### src/rtl/timer_pkg.sv
// Shared definitions for the 64-bit timer: FSM states, TCR field
// positions, prescaler limits and the divider mask helper.
package timer_pkg;

  localparam int unsigned DIV_MAX_DEFAULT = 8;
  localparam int unsigned DIV_W           = 4;
  localparam int unsigned DIV_CNT_W       = 8;
  localparam int unsigned CNT_W           = 64;

  localparam int unsigned TCR_EN_BIT      = 0;
  localparam int unsigned TCR_DIV_EN_BIT  = 1;
  localparam int unsigned TCR_DIV_LSB     = 8;

  typedef enum logic [1:0] {
    IDLE = 2'd0,
    RUN  = 2'd1,
    HALT = 2'd2
  } state_t;

  // Terminal prescaler count for a divide-by-2^val period.
  function automatic logic [DIV_CNT_W-1:0] div_mask(input logic [DIV_W-1:0] val);
    logic [DIV_CNT_W:0] full;
    full = (DIV_CNT_W+1)'(1) << val;
    return DIV_CNT_W'(full - (DIV_CNT_W+1)'(1));
  endfunction

endpackage

### src/rtl/timer_prescaler.sv
// Power-of-two prescaler: produces one tick per 2^div_val run cycles,
// or every run cycle when the divider is off.
module timer_prescaler
  import timer_pkg::*;
(
  input  logic             clk,
  input  logic             rst_n,
  input  logic             run,
  input  logic             clear,
  input  logic             div_en,
  input  logic [DIV_W-1:0] div_val,
  output logic             tick
);

  logic [DIV_CNT_W-1:0] div_cnt;
  logic                 bypass;

  assign bypass = !div_en || (div_val == '0);
  assign tick   = run && (bypass || (div_cnt == div_mask(div_val)));

  // Phase counter: cleared on request, frozen when not running, wraps on tick.
  always_ff @(posedge clk or negedge rst_n) begin
    if (!rst_n) begin
      div_cnt <= '0;
    end else if (clear) begin
      div_cnt <= '0;
    end else if (run) begin
      if (tick || bypass) div_cnt <= '0;
      else                div_cnt <= div_cnt + DIV_CNT_W'(1);
    end
  end

endmodule

### src/rtl/timer_ctrl.sv
// Timer sequencing controller: owns TCR and the 64-bit count, runs the
// prescaler and freezes counting during a debug halt handshake.
module timer_ctrl
  import timer_pkg::*;
#(
  parameter int unsigned DIV_MAX = DIV_MAX_DEFAULT
) (
  input  logic             sys_clk,
  input  logic             sys_rst_n,
  input  logic             tcr_wr_sel,
  input  logic             tdr0_wr_sel,
  input  logic             tdr1_wr_sel,
  input  logic [31:0]      tim_pwdata,
  input  logic [3:0]       tim_pstrb,
  input  logic             dbg_mode,
  input  logic             halt_req,
  output logic [CNT_W-1:0] cnt,
  output logic             timer_en,
  output logic             div_en,
  output logic [DIV_W-1:0] div_val,
  output logic             halt_ack,
  output logic             tcr_err
);

  state_t             state, state_nxt;
  logic               wr_en, wr_div_en;
  logic [DIV_W-1:0]   wr_div_val;
  logic               bad_div, busy_change, tcr_accept, tcr_reject;
  logic               en_post, disable_wr, halt_in, tick;
  logic [CNT_W-1:0]   cnt_nxt;

  // Decode a TCR write: candidate field values and the rejection rules.
  always_comb begin
    wr_en       = tim_pstrb[0] ? tim_pwdata[TCR_EN_BIT]     : timer_en;
    wr_div_en   = tim_pstrb[0] ? tim_pwdata[TCR_DIV_EN_BIT] : div_en;
    wr_div_val  = tim_pstrb[1] ? tim_pwdata[TCR_DIV_LSB +: DIV_W] : div_val;
    bad_div     = tim_pstrb[1] &&
                  ({28'd0, tim_pwdata[TCR_DIV_LSB +: DIV_W]} > DIV_MAX);
    busy_change = timer_en && wr_en &&
                  ((wr_div_en != div_en) || (wr_div_val != div_val));
    tcr_reject  = tcr_wr_sel && (bad_div || busy_change);
    tcr_accept  = tcr_wr_sel && !(bad_div || busy_change);
    en_post     = tcr_accept ? wr_en : timer_en;
    disable_wr  = tcr_accept && timer_en && !wr_en;
  end

  // TCR fields and the one-cycle rejection pulse.
  always_ff @(posedge sys_clk or negedge sys_rst_n) begin
    if (!sys_rst_n) begin
      timer_en <= 1'b0;
      div_en   <= 1'b0;
      div_val  <= '0;
      tcr_err  <= 1'b0;
    end else begin
      tcr_err <= tcr_reject;
      if (tcr_accept) begin
        timer_en <= wr_en;
        div_en   <= wr_div_en;
        div_val  <= wr_div_val;
      end
    end
  end

  assign halt_in = dbg_mode && halt_req;

  // State register.
  always_ff @(posedge sys_clk or negedge sys_rst_n) begin
    if (!sys_rst_n) state <= IDLE;
    else            state <= state_nxt;
  end

  // Next state: halt dominates, otherwise follow the post-write enable.
  always_comb begin
    state_nxt = state;
    if (halt_in) begin
      state_nxt = HALT;
    end else begin
      case (state)
        IDLE:    state_nxt = en_post ? RUN : IDLE;
        RUN:     state_nxt = en_post ? RUN : IDLE;
        HALT:    state_nxt = en_post ? RUN : IDLE;
        default: state_nxt = IDLE;
      endcase
    end
  end

  assign halt_ack = (state == HALT);

  timer_prescaler u_prescaler (
    .clk     (sys_clk),
    .rst_n   (sys_rst_n),
    .run     (state == RUN),
    .clear   ((state == IDLE) || disable_wr),
    .div_en  (div_en),
    .div_val (div_val),
    .tick    (tick)
  );

  // Next count: a TDR write replaces the increment for that cycle.
  always_comb begin
    cnt_nxt = cnt;
    if (tdr0_wr_sel || tdr1_wr_sel) begin
      for (int i = 0; i < 4; i++) begin
        if (tim_pstrb[i]) begin
          if (tdr0_wr_sel) cnt_nxt[8*i +: 8]      = tim_pwdata[8*i +: 8];
          if (tdr1_wr_sel) cnt_nxt[32 + 8*i +: 8] = tim_pwdata[8*i +: 8];
        end
      end
    end else if (tick) begin
      cnt_nxt = cnt + 64'd1;
    end
  end

  // Count register.
  always_ff @(posedge sys_clk or negedge sys_rst_n) begin
    if (!sys_rst_n) cnt <= '0;
    else            cnt <= cnt_nxt;
  end

endmodule

### config.mk
export PLATFORM = sky130hd
export DESIGN_NAME = timer_ctrl
export DESIGN_NICKNAME = d
export VERILOG_FILES = /design/src/rtl/timer_pkg.sv /design/src/rtl/timer_prescaler.sv /design/src/rtl/timer_ctrl.sv
export SDC_FILE = /design/constraint.sdc
export NUM_CORES = 1
export LEC_CHECK = 0
export CAP_MARGIN = 20
export CORE_MARGIN = 2
export CORE_UTILIZATION = 56
export CTS_BUF_LIST = sky130_fd_sc_hd__clkbuf_16
export CTS_CLUSTER_DIAMETER = 150
export DETAILED_ROUTE_END_ITERATION = 10
export PLACE_DENSITY = 0.95
export SLEW_MARGIN = 20
export SYNTH_ARGS = -nofsm -noshare
export SYNTH_HDL_FRONTEND = slang
export SYNTH_SLANG_ARGS = --single-unit
### constraint.sdc
create_clock -name sys_clk -period 8.3 [get_ports sys_clk]
set_input_delay 0.83 -clock sys_clk [delete_from_list [all_inputs] [get_ports sys_clk]]
set_output_delay 0.83 -clock sys_clk [all_outputs]
set_load 0.02 [all_outputs]
After elaboration in Yosys (flattened, before gate mapping)
Cells that the tools add are included.

Add/subtract/negate cells: 3. Order comparisons: 1. Equal/unequal tests: 11. Shifts and indexed selects: 1. Mux-type cells: 28. Reduce and logical (&&, ||, !) cells: 32.

Operators with widths (number): 8-bit two-way mux (19); 64-bit two-way mux (2); 64-bit by 1-bit adder with 64-bit output (second input constant) (1); 3-bit AND reduction (8); 2-bit inequality test (second input constant) (6); 1-bit logical AND (9); 8-bit by 1-bit adder with 8-bit output (second input constant) (1); 8-bit == test (1); 1-bit by 4-bit left shift with 8-bit output (first input constant) (1); 8-bit by 1-bit subtractor with 8-bit output (second input constant) (1); 1-bit logical OR (7); 1-bit two-way mux (5); 4-bit > comparator (second input constant) (1); 4-bit logical NOT (1); 4-bit two-way mux (1); 4-bit inequality test (1); 2-bit nonzero test (2); 1-bit logical NOT (3); 3-bit OR reduction (1); 2-bit by 1-bit == test with 1-bit output (second input constant) (1); 2-bit == test (second input constant) (1); 2-bit logical NOT (1); 2-bit two-way mux (1); 1-bit inequality test (1).

Bits in registers: 81. Input port bits: 43.

Depth between registers and ports, before layout
Gate-level depths: netlist of the first run.

Depth in word-level cells: 11. Gate-level depth with buffers: 14. Mapped depth without buffers: 11.

Modules after synthesis
From an unflattened synthesis of the first run, not the netlist that was laid out.

Cell total of the unflattened synthesis: 697. Area total of the unflattened synthesis: 5879.4 µm².

By module, submodules not included: timer_ctrl (times used 1, cells each 602, area each 5038.6 µm², sequential area each 1826.8 µm²); timer_prescaler (times used 1, cells each 95, area each 840.8 µm², sequential area each 200.2 µm²).

Least setup slack after synthesis of the first run
Ideal clock, no wire load.

Kind: flip-flop to flip-flop. From: reg div_val[3]. To: reg cnt[49]. Arrival time: 3.283 ns. Required time: 8.227 ns. Slack: 4.944 ns. Stages on the path, launching flop included: 15. Period minus slack after synthesis: 3.356 ns. Path through: dfrtp_1 -> buf_6 -> nor2_1 -> nand2_1 -> ha_1 -> or3_1 -> a21oi_1 -> mux2_2 -> or4_1 -> or4_1 -> buf_6 -> nand3_4 -> buf_12 -> a21oi_2 -> a21oi_2.

Word-level cells in the longest chain between the ends: 7. Elaborated cells between the ends (all ways): 9.

Ends and longest elaborated chain: start: declaration (line timer_ctrl.sv:20) `output logic [DIV_W-1:0] div_val,`; start signal: assignment (line timer_ctrl.sv:59) `div_val <= wr_div_val;`; 1-bit by 4-bit left shift with 8-bit output (line timer_pkg.sv:23) `full = (DIV_CNT_W+1)'(1) << val;`; 8-bit by 1-bit subtractor with 8-bit output (line timer_pkg.sv:24) `return DIV_CNT_W'(full - (DIV_CNT_W+1)'(1));`; 8-bit == test (line timer_prescaler.sv:19) `assign tick = run && (bypass || (div_cnt == div_mask(div_val)));`; 1-bit logical OR (*) (line timer_prescaler.sv:19); 1-bit logical AND (*) (line timer_prescaler.sv:19); 2-bit nonzero test (no line) (*); 3-bit AND reduction (no line) (*); end signal: assignment (line timer_ctrl.sv:117) `else cnt <= cnt_nxt;`; end: declaration (line timer_ctrl.sv:17) `output logic [CNT_W-1:0] cnt,`.

Mark *: on every way between the ends. The rest lies on a longest branch, timed or not. A chain may end at the register's enable or synchronous reset.

Worst setup path after layout of the first run
From: reg div_val[3]. To: reg cnt[54].

The elaborated chain is that of the path after synthesis.

==> results_dict.tcl, run 1 <==
set metrics [dict create \
    criticalPathCategory "reg2reg" \
    start_util 0.580 \
    drc 0 \
    via_per_inst 6.66 \
    r2r_cells 11 \
    placed_cells 855 \
    die_h_um 102 \
    avgSynthCellArea_um2 8.35 \
    place_hpwl_um 11300 \
    worstPathRequired_ps 8560 \
    ys_ff_latch 81 \
    cts_buffers 9 \
    portBuffers 114 \
    finalSetupViolations 0 \
    leakage_nw 2.51 \
    synth_edf_count 0 \
    timing.final.crit_share 0.480 \
    seq_area_um2 2030 \
    min_period_ps 3990 \
    io_pins 115 \
    skew_ps 7.71 \
    worstMarginPinSlew_ps 945 \
    worst_skew_pair.late_latency_ps 340 \
    total_power_mw 1.59 \
    cp-start-kind "register" \
    synth_area_um2 5410 \
    synth_cell_type_count 61 \
    cts.sink_count 81 \
    multiInputGateArea_um2 3100 \
    maxSlewHeadroom 0.368 \
    hold_class "in2async" \
    ir_drop_mv 0.123 \
    diodes 0 \
    crit_arrival_ps 4240 \
    grt_overflow 0 \
    cts_setup_buffers 0 \
    layoutNonFillerInstCount 870 \
    grt_pass1_wl_um 26300 \
    regToRegSetupSlack_ps 4310 \
    rows 35 \
    final_net_count 783 \
    drive_gt1_frac 0.109 \
    report.final.slew_viol_count 0 \
    num_vias 5794 \
    ys_seq_area_frac 0.375 \
    synth_top_area_frac 0.375 \
    outcome "completed" \
    antenna_found_initial 0 \
    root_buffer "clkbuf_16" \
    core_um2 9330 \
    fp.dieArea_um2 10500 \
    r2r_end "cnt[54]" \
    tns_ps 0 \
    h-tree-depth 3 \
    grt_max_degree 106 \
    grt_pass1_vias 5424 \
    grt_setup_unrepaired "false" \
    ys.flop_type "dfrtp_1" \
    clkSlewWorstSetupHoldPaths_ps 60 \
    drtIter0Drc 700 \
    routed_wl_um 16700 \
    cts_repair_resize_count 0 \
    hold_ws_ps 528 \
    r2r-start "div_val[3]" \
    wl_per_cell_um 19.2 \
    hold_buffers 0 \
    synthTopCellsByCount "nand2_1 (107), a21oi_1 (86), dfrtp_1 (81)" \
    endpoint_kind "register" \
    synth_largest_area_cell "dfrtp_1" \
    area_delta_synth_final_pct 25.5 \
    cp_max_fo 16 \
    hold_viol_final 0 \
    synth.area.top_cells "dfrtp_1 (37%), a21oi_1 (8.0%), nand2_1 (7.4%), a21oi_2 (5.8%), o21ai_0 (5.1%)" \
    final_util 0.728 \
    fmaxAchievable_mhz 251 \
    ys_warn_count 0 \
    synth.net_count 694 \
    synthArstFlopShare 1.00 \
    drt_pass1_iterations 5 \
    cts_tree "done" \
    synth_most_common_cell "nand2_1" \
    clk_path_buf_depth 2 \
    gp_congestion 0.950 \
    netlist_instances 648 \
    ant_nets 0 \
    maxCapViolations 0 \
    fill_cells 653 \
    grt.total_usage 0.319 \
    die_x_um 102 \
    p_per_area_nw_per_um2 234 \
]
layer usage:
| layer | up-vias | routed length, um | track usage |
|---|---|---|---|
| li1 | 2586 | - | - |
| met1 | 2719 | 6560 | 0.434 |
| met2 | 429 | 7820 | 0.502 |
| met3 | 60 | 1750 | 0.0472 |
| met4 | 0 | 534 | 0.159 |
| met5 | - | 0 | 0 |
power breakdown:
part | internal, mW | total [mW] | switching (mW)
clock | 0.291 | 0.454 | 0.163
combinational | 0.250 | 0.549 | 0.299
sequential | 0.467 | 0.587 | 0.119
how the worst max path moves through the flow:
stage / start / endpoint / slack (ps) / cells past startpoint
3_3_place_gp: div_val[3] / cnt[54] / 4580 / 11
4_1_cts: div_val[3] / cnt[54] / 4360 / 11
6_report: div_val[3] / cnt[54] / 4310 / 11
3_5_place_dp: div_val[3] / cnt[54] / 4460 / 11
5_1_grt: div_val[3] / cnt[54] / 4090 / 11
2_1_floorplan: div_val[3] / cnt[49] / 4940 / 14
kinds of logic (layout without fill, tap and decap cells):
logic type / Yosys count / after routing / share of synthesized area
simple gates: 257 / 257 / 0.249
compound gates: 245 / 245 / 0.279
flops: 81 / 81 / 0.375
buf+inv: 41 / 134 / 0.0534
xor+xnor: 14 / 14 / 0.0227
mux: 7 / 7 / 0.0146
fa+ha+maj: 3 / 3 / 0.00694
area by class of cell:
| class | instances | area share |
|---|---|---|
| clock buffers | 9 | 0.0332 |
| clock inverters | 6 | 0.0160 |
| inverters | 4 | 0.00221 |
| multi-input cells | 526 | 0.457 |
| flip-flops and latches | 81 | 0.299 |
| well taps | 129 | 0.0238 |
| repair buffers | 115 | 0.169 |
stage by stage:
step           setup slack (ps)  area (um2)
6_report                   4310        6790
5_1_grt                    4090        6790
4_1_cts                    4360        6790
3_5_place_dp               4460        6450
3_3_place_gp               4580        6450
2_1_floorplan              4940        5410
critical path, cell delays in order (launching register included):
cell and delay, ps:
dfrtp_1 520, nor2_1 250, nand2_1 120, ha_1 280, or3_1 330, a21oi_1 170
mux2_2 350, or4_1 420, or4_1 810, nand3_4 370, nor2_1 80, a211oi_2 180
flip-flops by register name, summed over array words and instances (netlist names):
register / flops
cnt: 64
u_prescaler.div_cnt: 8
div_val: 4
state: 2
div_en: 1
tcr_err: 1
timer_en: 1
placed cells by master, fill, tap and decap left out, drive strengths merged, types with 7 or more instances in the layout:
| cell type | n |
|---|---|
| nand2 | 108 |
| dfrtp | 81 |
| o22ai | 38 |
| nand3 | 45 |
| xnor2 | 8 |
| clkbuf | 9 |
| nand4 | 16 |
| nor2 | 25 |
| clkdlybuf4s50 | 113 |
| a21oi | 122 |
| mux2 | 7 |
| or3 | 10 |
| o21ai | 57 |
| and3 | 16 |
(Power assumes the default switching activity.)
==> run 2, diff against run 1 <==
--- a/config.mk
+++ b/config.mk
@@ -7,11 +7,11 @@
 export LEC_CHECK = 0
 export CAP_MARGIN = 20
 export CORE_MARGIN = 2
-export CORE_UTILIZATION = 56
+export CORE_UTILIZATION = 47
 export CTS_BUF_LIST = sky130_fd_sc_hd__clkbuf_16
 export CTS_CLUSTER_DIAMETER = 150
 export DETAILED_ROUTE_END_ITERATION = 10
-export PLACE_DENSITY = 0.95
+export PLACE_DENSITY = 0.89
 export SLEW_MARGIN = 20
 export SYNTH_ARGS = -nofsm -noshare
 export SYNTH_HDL_FRONTEND = slang
==> constraint.sdc (replaced) <==
create_clock -name sys_clk -period 3.2 [get_ports sys_clk]
set_input_delay 0.32 -clock sys_clk [delete_from_list [all_inputs] [get_ports sys_clk]]
set_output_delay 0.32 -clock sys_clk [all_outputs]
set_load 0.02 [all_outputs]
==> run 2 against run 1 <==
Effect of this change: the flow now finishes with violations (negative setup slack); wire length decreased by 0.28%; power increased to 2.6 times the previous value; fmax increased by 24%; critical path type unchanged; critical endpoint is now cnt[47]; largest power group is now combinational cells.
==> results_dict.tcl, run 2 (synthesis gave the netlist of run 1 again) <==
set metrics [dict create \
    root_buffer "clkbuf_16" \
    grt_overflow 0 \
    cp_max_fo 9 \
    h-tree-depth 3 \
    outcome "complete, but fails checks" \
    ir_drop_mv 0.315 \
    final_net_count 818 \
    endpoint_kind "register" \
    hold_buffers 0 \
    grt_max_degree 144 \
    ant_nets 0 \
    clk_path_buf_depth 2 \
    worst_skew_pair.late_latency_ps 350 \
    final_cell_mix "clkdlybuf4s50_1 (113), nand2_1 (107), a21oi_1 (82), dfrtp_1 (78), o21ai_0 (55)" \
    slowest_stage "dfrtp_2" \
    grt.total_usage 0.259 \
    worst_slack_ps -2.13 \
    start_util 0.478 \
    total_power_mw 4.13 \
    antenna_found_initial 0 \
    cts_tree "done" \
    maxSlewHeadroom 0.486 \
    grt_pass1_wl_um 26400 \
    place_hpwl_um 11300 \
    largest_reg_flops 64 \
    layout_commonest_cell "clkdlybuf4s50_1" \
    rows 39 \
    portBuffers 114 \
    routed_wl_um 16600 \
    timing.final.crit_share 1.00 \
    drt_pass1_iterations 5 \
    area_delta_synth_final_pct 32.4 \
    hold_viol_final 0 \
    gp_congestion 0.925 \
    cp-start-kind "register" \
    grt_setup_unrepaired "true" \
    worstPathRequired_ps 3460 \
    grt_pass1_vias 5100 \
    drive_gt1_frac 0.169 \
    io_pins 115 \
    core_um2 11300 \
    hold_ws_ps 15.2 \
    finalSetupViolations 2 \
    wl_per_cell_um 18.1 \
    slowest_delay_ps 450 \
    criticalPathCategory "reg2reg" \
    dpl_cell_area_um2 6670 \
    die_x_um 111 \
    cts.sink_count 81 \
    crit_arrival_ps 3470 \
    via_per_inst 6.28 \
    cts_buffers 9 \
    fp.dieArea_um2 12400 \
    violations "negative setup slack" \
    min_period_ps 3200 \
    diodes 0 \
    skew_ps 10.2 \
    design_area_um2 7160 \
    hold_class "in2async" \
    critPathTopFamily "simple AND/OR/NAND/NOR gates" \
    p_per_area_nw_per_um2 576 \
    top_register "cnt" \
    largestRegisters "cnt: 64 flops, u_prescaler.div_cnt: 8 flops, div_val: 4 flops" \
    clkSlewWorstSetupHoldPaths_ps 60 \
    fmaxAchievable_mhz 312 \
    die_h_um 111 \
    drtIter0Drc 581 \
    fill_cells 905 \
    leakage_nw 2.69 \
    drc 0 \
    path_cells "nor2_4 -> nand2_1 -> ha_2 -> or3_4 -> a21oi_4 -> mux2_4 -> or4_4 -> or4_4 -> buf_12 -> nand3_4 -> buf_4 -> a21oi_1 -> a21oi_1" \
    worstMarginPinSlew_ps 771 \
    maxCapViolations 0 \
    report.final.slew_viol_count 0 \
    num_vias 5782 \
    worst-path-buf-inv 2 \
]
==> run 2: cell types whose count changed in the layout (fill, tap and decap cells not counted), sizes merged <==
cell / previous run / this run
buf: 2 / 36
bufinv: 3 / 1
clkinv: 0 / 2
clkbuf: 9 / 10
inv: 5 / 6
==> run 2: final timing paths <==
check                      cells after the start       start  slack, ps       end
max                                           13  div_val[0]         -2   cnt[47]
min reg2reg                                    2     cnt[22]        550   cnt[22]
min in group sys_clk                           2     cnt[22]        550   cnt[22]
max reg2reg                                   13  div_val[0]         -2   cnt[47]
min                                            1   sys_rst_n         20  state[1]
max in group asynchronous                      1   sys_rst_n       2640   cnt[33]
==> run 2: metal layers <==
metal	wire length, um	global-route usage
met4	448	0.0963
met5	0	0
met2	7640	0.396
met3	1570	0.0448
met1	6960	0.370
==> run 2: layout make-up <==
cell class | count | area, um2 | area share
inverters | 4 | 15.0 | 0.00210
clock inverters | 7 | 78.8 | 0.0110
clock buffers | 9 | 225 | 0.0314
repair buffers | 150 | 1470 | 0.205
well taps | 143 | 179 | 0.0250
multi-input cells | 526 | 3160 | 0.442
flip-flops and latches | 81 | 2030 | 0.283
==> run 2: per-stage QoR <==
stage	cells	utilization	setup slack (ps)	setup TNS, ps
final	920	0.633	-2.13	-2.42
after global routing	920	0.633	-118	-3510
after global placement	889	0.589	59.4	0
after detailed placement	889	0.589	-70.5	-594
after floorplan	648	-	-24.9	-186
after CTS	905	0.620	-2.96	-2.96
==> run 2: worst register-to-register path, delay by kind of cell, from the launching register on <==
kind | cells | cell delay (ps)
and+or+nand+nor | 6 | 1510
AOI/OAI and AO/OA | 3 | 330
adders and majority gates | 1 | 190
muxes | 1 | 310
DFF | 1 | 450
buffers and inverters | 2 | 330
==> run 2: where the power goes <==
part / leakage [nW] / internal [mW] / switching (mW)
combinational: 1.62 / 0.732 / 0.823
clock: 0.144 / 0.613 / 0.459
sequential: 0.922 / 1.21 / 0.286
==> run 2: repair_timing <==
action                                  CTS  global route
setup buffers                             0            14
gates cloned                              0             1
gates resized for setup                  11             3
endpoints found under the setup margin   58            61
==> run 3, diff against run 2 <==
--- a/config.mk
+++ b/config.mk
@@ -12,6 +12,7 @@
 export CTS_CLUSTER_DIAMETER = 150
 export DETAILED_ROUTE_END_ITERATION = 10
 export PLACE_DENSITY = 0.89
+export REMOVE_ABC_BUFFERS = 1
 export SLEW_MARGIN = 20
 export SYNTH_ARGS = -nofsm -noshare
 export SYNTH_HDL_FRONTEND = slang
==> run 3 against run 2 <==
Effect of this change: the run still ends with negative setup slack left; critical path depth stayed put; clock skew down 1.3 ps; worst setup slack got worse by 52 ps; final cell count increased by 0.22%; fmax shrank 1.6%; worst hold slack improved by 2.9 ps; count of clock-buffer cells in the layout unchanged; critical path type unchanged; highest routed layer unchanged.
==> results_dict.tcl, run 3 (synthesis gave the netlist of run 1 again) <==
set metrics [dict create \
    outcome "complete, but fails checks" \
    violations "negative setup slack" \
    rows 39 \
    fill_cells 898 \
    worst_skew_pair.late_latency_ps 340 \
    largestRegisters "cnt: 64 flops, u_prescaler.div_cnt: 8 flops, div_val: 4 flops" \
    grt.total_usage 0.263 \
    grt_pass1_vias 5224 \
    largest_reg_flops 64 \
    wl_per_cell_um 18.8 \
    ir_drop_mv 0.297 \
    hold_buffers 0 \
    criticalPathCategory "reg2reg" \
    grt_pass1_wl_um 26600 \
    worst_slack_ps -53.7 \
    num_vias 5841 \
    grt_setup_unrepaired "true" \
    layoutNonFillerInstCount 922 \
    design_area_um2 7210 \
    clkSlewWorstSetupHoldPaths_ps 60 \
    hold_ws_ps 18.1 \
    drtIter0Drc 861 \
    maxCapViolations 0 \
    die_x_um 111 \
    r2r_cells 13 \
    place_hpwl_um 11300 \
    top_register "cnt" \
    timing.final.crit_share 1.02 \
    cp_max_fo 13 \
    via_per_inst 6.34 \
    diodes 0 \
    grt_max_degree 144 \
    h-tree-depth 3 \
    cp-start-kind "register" \
    worstPathRequired_ps 3460 \
    fmaxAchievable_mhz 307 \
    endpoint_kind "register" \
    die_h_um 111 \
    p_per_area_nw_per_um2 580 \
    final_cell_mix "clkdlybuf4s50_1 (113), nand2_1 (105), dfrtp_1 (81), a21oi_1 (78), o21ai_0 (55)" \
    final_net_count 821 \
    finalSetupViolations 17 \
    gp_congestion 0.877 \
    portBuffers 114 \
    hold_viol_final 0 \
    maxSlewHeadroom 0.479 \
    clk_path_buf_depth 2 \
    report.final.slew_viol_count 0 \
    core_um2 11300 \
    skew_ps 8.95 \
    cts.sink_count 81 \
    min_period_ps 3250 \
    dpl_cell_area_um2 6640 \
    root_buffer "clkbuf_16" \
    drt_pass1_iterations 6 \
    start_util 0.478 \
    drive_gt1_frac 0.171 \
    placed_cells 889 \
    antenna_found_initial 0 \
    drc 0 \
    regToRegSetupSlack_ps -50 \
    routed_wl_um 17300 \
    hold_class "in2async" \
    final_util 0.636 \
    area_delta_synth_final_pct 33.2 \
    grt_overflow 0 \
    fp.dieArea_um2 12400 \
    cts_buffers 9 \
    leakage_nw 2.72 \
    ant_nets 0 \
    io_pins 115 \
    crit_arrival_ps 3510 \
    cts_tree "done" \
    worstMarginPinSlew_ps 782 \
    place_ws_ps -92.5 \
    layout_commonest_cell "clkdlybuf4s50_1" \
]
## run 3: cell types whose count changed in the layout (fill, tap and decap cells not counted), moves of 3 or more
cell	change
buf_4	-3
a21oi_2	+5
dfrtp_2	-3
dfrtp_1	+3
a21oi_1	-4
buf_6	+5
## run 3: metal layers
metal | share of wire | global-route usage | wire, um | vias up
met3 | 0.10 | 0.0454 | 1810 | 54
met4 | 0.030 | 0.111 | 527 | 0
met2 | 0.46 | 0.409 | 8030 | 405
met1 | 0.40 | 0.365 | 6970 | 2730
met5 | 0 | 0 | 0 | -
li1 | - | - | - | 2652
## run 3: worst paths after layout
check / from / endpoint
worst max-delay path: div_val[3] / cnt[50]
min in group sys_clk: halt_req / state[1]
worst min-delay path: sys_rst_n / timer_en
worst max register to register: div_val[3] / cnt[50]
max in group asynchronous: sys_rst_n / cnt[29]
worst min register to register: cnt[22] / cnt[22]
## run 3: worst max-delay path, stage by stage (launching register included)
cell and delay [ps]:
dfrtp_1 410, nor2_4 140, nand3b_1 100, ha_2 190, or3_1 330, a21oi_2 160, mux2_4 310, or4_4 430
or4_4 480, buf_12 170, nand3_4 100, buf_12 150, a21oi_1 70, a21oi_1 140
## run 3: cell type report
class	count	area, um2	area share
clock buffer	9	225	0.0313
multi-input combinational	527	3170	0.440
tap	143	179	0.0248
clock inverter	6	83.8	0.0116
timing repair buffer	152	1510	0.209
sequential	81	2030	0.281
inverter	4	15.0	0.00208
## run 3: where the power goes
group / internal (mW) / switching [mW]
combinational: 0.738 / 0.833
sequential: 1.21 / 0.283
clock: 0.677 / 0.435
total: 2.63 / 1.55
## run 3: timing repair
| item | in CTS | in global routing |
|---|---|---|
| setup buffers | 1 | 15 |
| gates cloned | 0 | 2 |
| pin swaps | 1 | 3 |
| gates resized for setup | 9 | 17 |
| endpoints found under the setup margin | 60 | 64 |
| hold endpoints to repair | 0 | 0 |
## run 3: through the flow
| stage | total power, mW | setup TNS, ps |
|---|---|---|
| finish | 4.18 | -335 |
| detailed placement | 2.96 | -800 |
| floorplan | 2.26 | -126070 |
| global placement | 2.92 | 0 |
| global route | 4.35 | -4380 |
| CTS | 4.08 | -6.09 |
